--- src/rtl/kpyd_pkg.sv ---
// rtl/kpyd_pkg.sv - shared keypad widths, scanner states and one-hot helper
package kpyd_pkg;

    localparam int ROW_W  = 4;
    localparam int COL_W  = 4;
    localparam int KPYD_W = ROW_W + COL_W;

    typedef enum logic [1:0] {
        SCAN,
        DEB_PRESS,
        EMIT,
        WAIT_REL
    } state_e;

    function automatic logic is_onehot4(input logic [3:0] v);
        return (v != 4'd0) && ((v & (v - 4'd1)) == 4'd0);
    endfunction

endpackage

--- src/rtl/kpyd_sync.sv ---
// rtl/kpyd_sync.sv - multi-flop synchronizer for asynchronous level inputs
module kpyd_sync #(
    parameter int WIDTH  = 4,
    parameter int STAGES = 2
) (
    input  logic             clk_i,
    input  logic             reset_i,
    input  logic [WIDTH-1:0] d_i,
    output logic [WIDTH-1:0] q_o
);

    logic [WIDTH-1:0] stage_q [STAGES];

    always_ff @(posedge clk_i) begin
        if (reset_i) begin
            for (int i = 0; i < STAGES; i++) begin
                stage_q[i] <= '0;
            end
        end else begin
            stage_q[0] <= d_i;
            for (int i = 1; i < STAGES; i++) begin
                stage_q[i] <= stage_q[i-1];
            end
        end
    end

    assign q_o = stage_q[STAGES-1];

endmodule

--- src/rtl/kpyd_scanner.sv ---
// rtl/kpyd_scanner.sv - 4x4 keypad row scanner with press/release debounce
module kpyd_scanner
    import kpyd_pkg::*;
#(
    parameter int SCAN_CYCLES     = 1000,
    parameter int DEBOUNCE_CYCLES = 200000,
    parameter int SYNC_STAGES     = 2
) (
    input  logic              clk_i,
    input  logic              reset_i,
    output logic [ROW_W-1:0]  row_o,
    input  logic [COL_W-1:0]  col_i,
    output logic [KPYD_W-1:0] kpyd_o,
    output logic              valid_o,
    input  logic              ready_i
);

    localparam int CNT_MAX = (SCAN_CYCLES > DEBOUNCE_CYCLES) ? SCAN_CYCLES : DEBOUNCE_CYCLES;
    localparam int CNT_W   = $clog2(CNT_MAX + 1);
    localparam logic [CNT_W-1:0] SCAN_LAST = CNT_W'(SCAN_CYCLES - 1);
    localparam logic [CNT_W-1:0] DEB_LAST  = CNT_W'(DEBOUNCE_CYCLES - 1);

    state_e              state_q, state_d;
    logic [CNT_W-1:0]    cnt_q;
    logic [ROW_W-1:0]    row_q;
    logic [COL_W-1:0]    col_l_q;
    logic [COL_W-1:0]    col_s;
    logic [KPYD_W-1:0]   kpyd_q;
    logic                valid_q;

    logic cnt_inc, cnt_clr, row_rot, latch_col, load_key, drop_valid;

    kpyd_sync #(
        .WIDTH  (COL_W),
        .STAGES (SYNC_STAGES)
    ) u_col_sync (
        .clk_i   (clk_i),
        .reset_i (reset_i),
        .d_i     (col_i),
        .q_o     (col_s)
    );

    always_comb begin
        state_d    = state_q;
        cnt_inc    = 1'b0;
        cnt_clr    = 1'b0;
        row_rot    = 1'b0;
        latch_col  = 1'b0;
        load_key   = 1'b0;
        drop_valid = 1'b0;
        case (state_q)
            SCAN: begin
                if (cnt_q == SCAN_LAST) begin
                    cnt_clr = 1'b1;
                    // Zero or several columns (ghosting) are both treated as "nothing here".
                    if (is_onehot4(col_s)) begin
                        latch_col = 1'b1;
                        state_d   = DEB_PRESS;
                    end else begin
                        row_rot = 1'b1;
                    end
                end else begin
                    cnt_inc = 1'b1;
                end
            end
            DEB_PRESS: begin
                if (col_s != col_l_q) begin
                    state_d = SCAN;
                    cnt_clr = 1'b1;
                end else if (cnt_q == DEB_LAST) begin
                    load_key = 1'b1;
                    state_d  = EMIT;
                    cnt_clr  = 1'b1;
                end else begin
                    cnt_inc = 1'b1;
                end
            end
            EMIT: begin
                if (valid_q && ready_i) begin
                    drop_valid = 1'b1;
                    state_d    = WAIT_REL;
                    cnt_clr    = 1'b1;
                end
            end
            WAIT_REL: begin
                if (col_s != '0) begin
                    cnt_clr = 1'b1;
                end else if (cnt_q == DEB_LAST) begin
                    state_d = SCAN;
                    row_rot = 1'b1;
                    cnt_clr = 1'b1;
                end else begin
                    cnt_inc = 1'b1;
                end
            end
            default: begin
                state_d = SCAN;
                cnt_clr = 1'b1;
            end
        endcase
    end

    always_ff @(posedge clk_i) begin
        if (reset_i) begin
            state_q <= SCAN;
            cnt_q   <= '0;
            row_q   <= ROW_W'(1);
            col_l_q <= '0;
            kpyd_q  <= '0;
            valid_q <= 1'b0;
        end else begin
            state_q <= state_d;
            if (cnt_clr) begin
                cnt_q <= '0;
            end else if (cnt_inc) begin
                cnt_q <= cnt_q + CNT_W'(1);
            end
            if (row_rot) begin
                row_q <= {row_q[ROW_W-2:0], row_q[ROW_W-1]};
            end
            if (latch_col) begin
                col_l_q <= col_s;
            end
            if (load_key) begin
                kpyd_q  <= {col_l_q, row_q};
                valid_q <= 1'b1;
            end else if (drop_valid) begin
                valid_q <= 1'b0;
            end
        end
    end

    assign row_o   = row_q;
    assign kpyd_o  = kpyd_q;
    assign valid_o = valid_q;

endmodule
--- config.mk ---
export PLATFORM = sky130hd
export DESIGN_NAME = kpyd_scanner
export DESIGN_NICKNAME = d
export VERILOG_FILES = /design/src/rtl/kpyd_pkg.sv /design/src/rtl/kpyd_sync.sv /design/src/rtl/kpyd_scanner.sv
export SDC_FILE = /design/constraint.sdc
export NUM_CORES = 1
export LEC_CHECK = 0
export ABC_CLOCK_PERIOD_IN_PS = 2800
export CAP_MARGIN = 15
export CELL_PAD_IN_SITES_DETAIL_PLACEMENT = 1
export CELL_PAD_IN_SITES_GLOBAL_PLACEMENT = 2
export CORE_MARGIN = 3
export CORE_UTILIZATION = 30
export DETAILED_ROUTE_END_ITERATION = 10
export PLACE_DENSITY = 0.7
export SLEW_MARGIN = 15
export SYNTH_ARGS = -nofsm -noshare
export SYNTH_HDL_FRONTEND = slang
export SYNTH_SLANG_ARGS = --single-unit
export TNS_END_PERCENT = 50
--- constraint.sdc ---
create_clock -name clk_i -period 2.8 [get_ports clk_i]
set_clock_uncertainty 0.1 [all_clocks]
set_input_delay 0.28 -clock clk_i [delete_from_list [all_inputs] [get_ports clk_i]]
set_output_delay 0.28 -clock clk_i [all_outputs]
set_load 0.005 [all_outputs]
==> results by group <==
Power and ir drop
  • Power Density: 439 nW/µm²
  • Peak VDD IR: 0.000239 V
  • Overall Power: 1.23 mW
  • Leakage: 0.944 nW

Global routing
  • Initial antenna violation count: 0
  • Vias in the first global route: 2082
  • Largest net degree at the start of global routing: 27
  • Global-route wire length before repair: 10500 µm
  • Gr ovfl total: 0
  • Overall Global Routing Usage: 0.151

Logic synthesis
  • Synthesized instance count: 277
  • Avg Cell Area, Syn: 8.48 µm²
  • Leading area contributor after synthesis: dfxtp_1
  • Distinct cells, synth: 49
  • Synth warnings: 0
  • Flops & latches, synth: 45
  • Share of Yosys cell area claimed by the top area cell type: 0.383
  • Seq/Total Area, Yosys: 0.383
  • Top FF cell, synth: dfxtp_1
  • EDFF count, synth: 0
  • Syn_nets: 289
  • Mapped Area: 2350 µm²
  • Synth area leaders: dfxtp_1 (38%), nand2_1 (5.6%), xnor2_1 (5.6%)
  • Async S/R FF share, synth: 0

Clocking
  • CTS max path bufs: 2
  • Clk root buf: clkbuf_8
  • CTS tree: done
  • CTS buffer count: 5
  • Clock transition at the registers of the reported paths: 0.09 ns
  • CTS resizes: 0
  • Post-CTS Setup Inserts: 0
  • H-tree level count: 2
  • Skew-Pair Late Insertion Delay: 0.30 ns
  • Cts hold-fix bufs: 0
  • CTS sink cnt: 45

Placed design
  • IO Port Bufs: 19
  • Final RePlAce weighted congestion: 0.824
  • Placed Instance Area: 2690 µm²
  • Placed cell count: 393
  • Hpwl dp: 4660 µm

Finish
  • Post-layout instance count excluding filler cells: 401
  • Most frequent cells in the layout: dfxtp_1 (45), nand2_1 (35), nor2_1 (28)
  • Number of diodes: 0
  • Commonest non-fill, non-tap cell in the layout: dfxtp_1
  • Final net count: 313
  • Design area: 2810 µm²
  • Register area: 901 µm²
  • Layout cells sized above 1: 0.0927
  • Post-layout util: 0.379
  • Footprint of the multi-input gates: 1360 µm²
  • Fillers: 884
  • Area Growth Syn to Fin: 19.5%

Timing
  • Fin. Hold Viols: 0
  • Worst slew pin tran: 0.895 ns
  • Final period util: 0.903
  • Relative slew slack: 0.403
  • Slew Viols, Final: 0
  • Final setup viols: 0
  • RSZ-0062 raised after global routing: false
  • Final Critical Period: 2.53 ns
  • Setup_tns: 0 ns
  • Fmax: 396 MHz

Detailed routing
  • Vias per cell: 5.10
  • DR pass1 iterations: 4
  • WL/cell: 15.6 µm
  • Antenna-violating nets left: 0
  • DRC violations left: 0
  • Routed vias: 2044
  • Routed WL: 6250 µm
  • Starting DRT DRC Count: 42

Die
  • Die Y: 94.5 µm
  • Starting Density: 0.317
  • Die Width: 94.5 µm
  • Core footprint: 7410 µm²
  • # IOs: 20
  • Row count: 31
  • Area of the die: 8930 µm²

Worst hold path
  • Worst hold path type: flop to flop

Worst setup path
  • Type of the worst setup path: flop to flop
  • CP endpoint kind: flop
  • CP max stage delay: 0.55 ns
  • CP cell instances: or4_1 -> or4_4 -> o21ai_4 -> a2111oi_0 -> xnor2_1 -> nor2_1
  • Crit start category: flop
  • CP top delay family: simple AND/OR/NAND/NOR gates
  • CP Buf/Inv Count: 0
  • Crit path DAT: 2.61 ns
  • CP required: 2.88 ns
  • Worst Path Max Fanout: 14
  • Slowest cell on crit path: or4_4

Status
  • Status: finished, final reports clean

Run
  • MaxCap Viol Count: 0
-- cell families (layout without fill, tap and decap cells) --
group	Yosys count	in the layout	share of synthesized area
xor gates and xnor gates	21	21	0.0815
muxes	8	8	0.0341
adders and majority gates	5	5	0.0266
DFF	45	45	0.383
AOI/OAI and AO/OA	59	59	0.178
and+or+nand+nor	118	118	0.259
buffers and inverters	21	46	0.0378
-- path summary, 6_finish.rpt --
kind	start	endpoint	slack [ns]	cells past startpoint
setup / recovery	cnt_q[17]$_SDFFE_PP0P_	cnt_q[8]$_SDFFE_PP0P_	0.27	6
setup reg to reg	cnt_q[17]$_SDFFE_PP0P_	cnt_q[8]$_SDFFE_PP0P_	0.27	6
hold reg to reg	u_col_sync.stage_q[0][2]$_SDFF_PP0_	u_col_sync.stage_q[0][6]$_SDFF_PP0_	0.34	1
hold / removal	u_col_sync.stage_q[0][2]$_SDFF_PP0_	u_col_sync.stage_q[0][6]$_SDFF_PP0_	0.34	1
-- report_power, final --
part           internal (mW)  switching [mW]  leakage (nW)
Clock                  0.273           0.246        0.0591
Sequential             0.648         0.00856         0.365
Combinational         0.0281          0.0303         0.520
Total                  0.949           0.285         0.944
-- registers in the layout, summed over array words and instances (netlist names), named ones only --
| signal | count |
|---|---|
| cnt_q | 18 |
| col_l_q | 4 |
| state_q | 1 |
| u_col_sync.stage_q | 8 |
| kpyd_o | 8 |
| valid_o | 1 |
| row_o | 4 |
-- stage by stage --
stage	hold slack, ns	worst slack [ns]
finish	0.342	0.273
global placement	0.318	0.288
global route	0.368	0.0680
floorplan	0.308	0.551
detailed placement	0.324	0.271
CTS	0.347	0.241
-- cells in the mapped netlist, types with 2 or more instances --
library cell	count
a2111oi_0	5
nor2b_1	9
o22ai_1	5
nand2b_1	4
nand3_1	6
and3_1	2
nor4_1	6
a21oi_1	15
nor3_1	6
dfxtp_1	45
o31ai_1	2
a32oi_1	2
clkbuf_1	8
nand4_1	7
mux2i_1	8
nand2_1	35
xnor2_1	15
xor2_1	5
nor2_1	28
o211ai_1	6
inv_1	10
nor4bb_1	2
nor3b_1	2
or4_1	3
buf_2	2
ha_1	5
o21ai_0	12
-- layout make-up --
| class | count | share of cell area |
|---|---|---|
| multi-input combinational | 211 | 0.484 |
| sequential | 45 | 0.321 |
| timing repair buffer | 28 | 0.0962 |
| tap | 99 | 0.0441 |
| clock buffer | 5 | 0.0245 |
| clock inverter | 3 | 0.0169 |
| inverter | 10 | 0.0134 |
-- layer usage --
layer / up-vias / wire length (µm) / global-route usage / share of wire
met5: - / 0 / 0 / 0
met1: 983 / 3020 / 0.195 / 0.48
met2: 21 / 3010 / 0.254 / 0.48
met3: 7 / 125 / 0.0287 / 0.020
li1: 1033 / - / - / -
met4: 0 / 98 / 0.0493 / 0.016
Note: power is estimated with default switching activity, not from simulation.
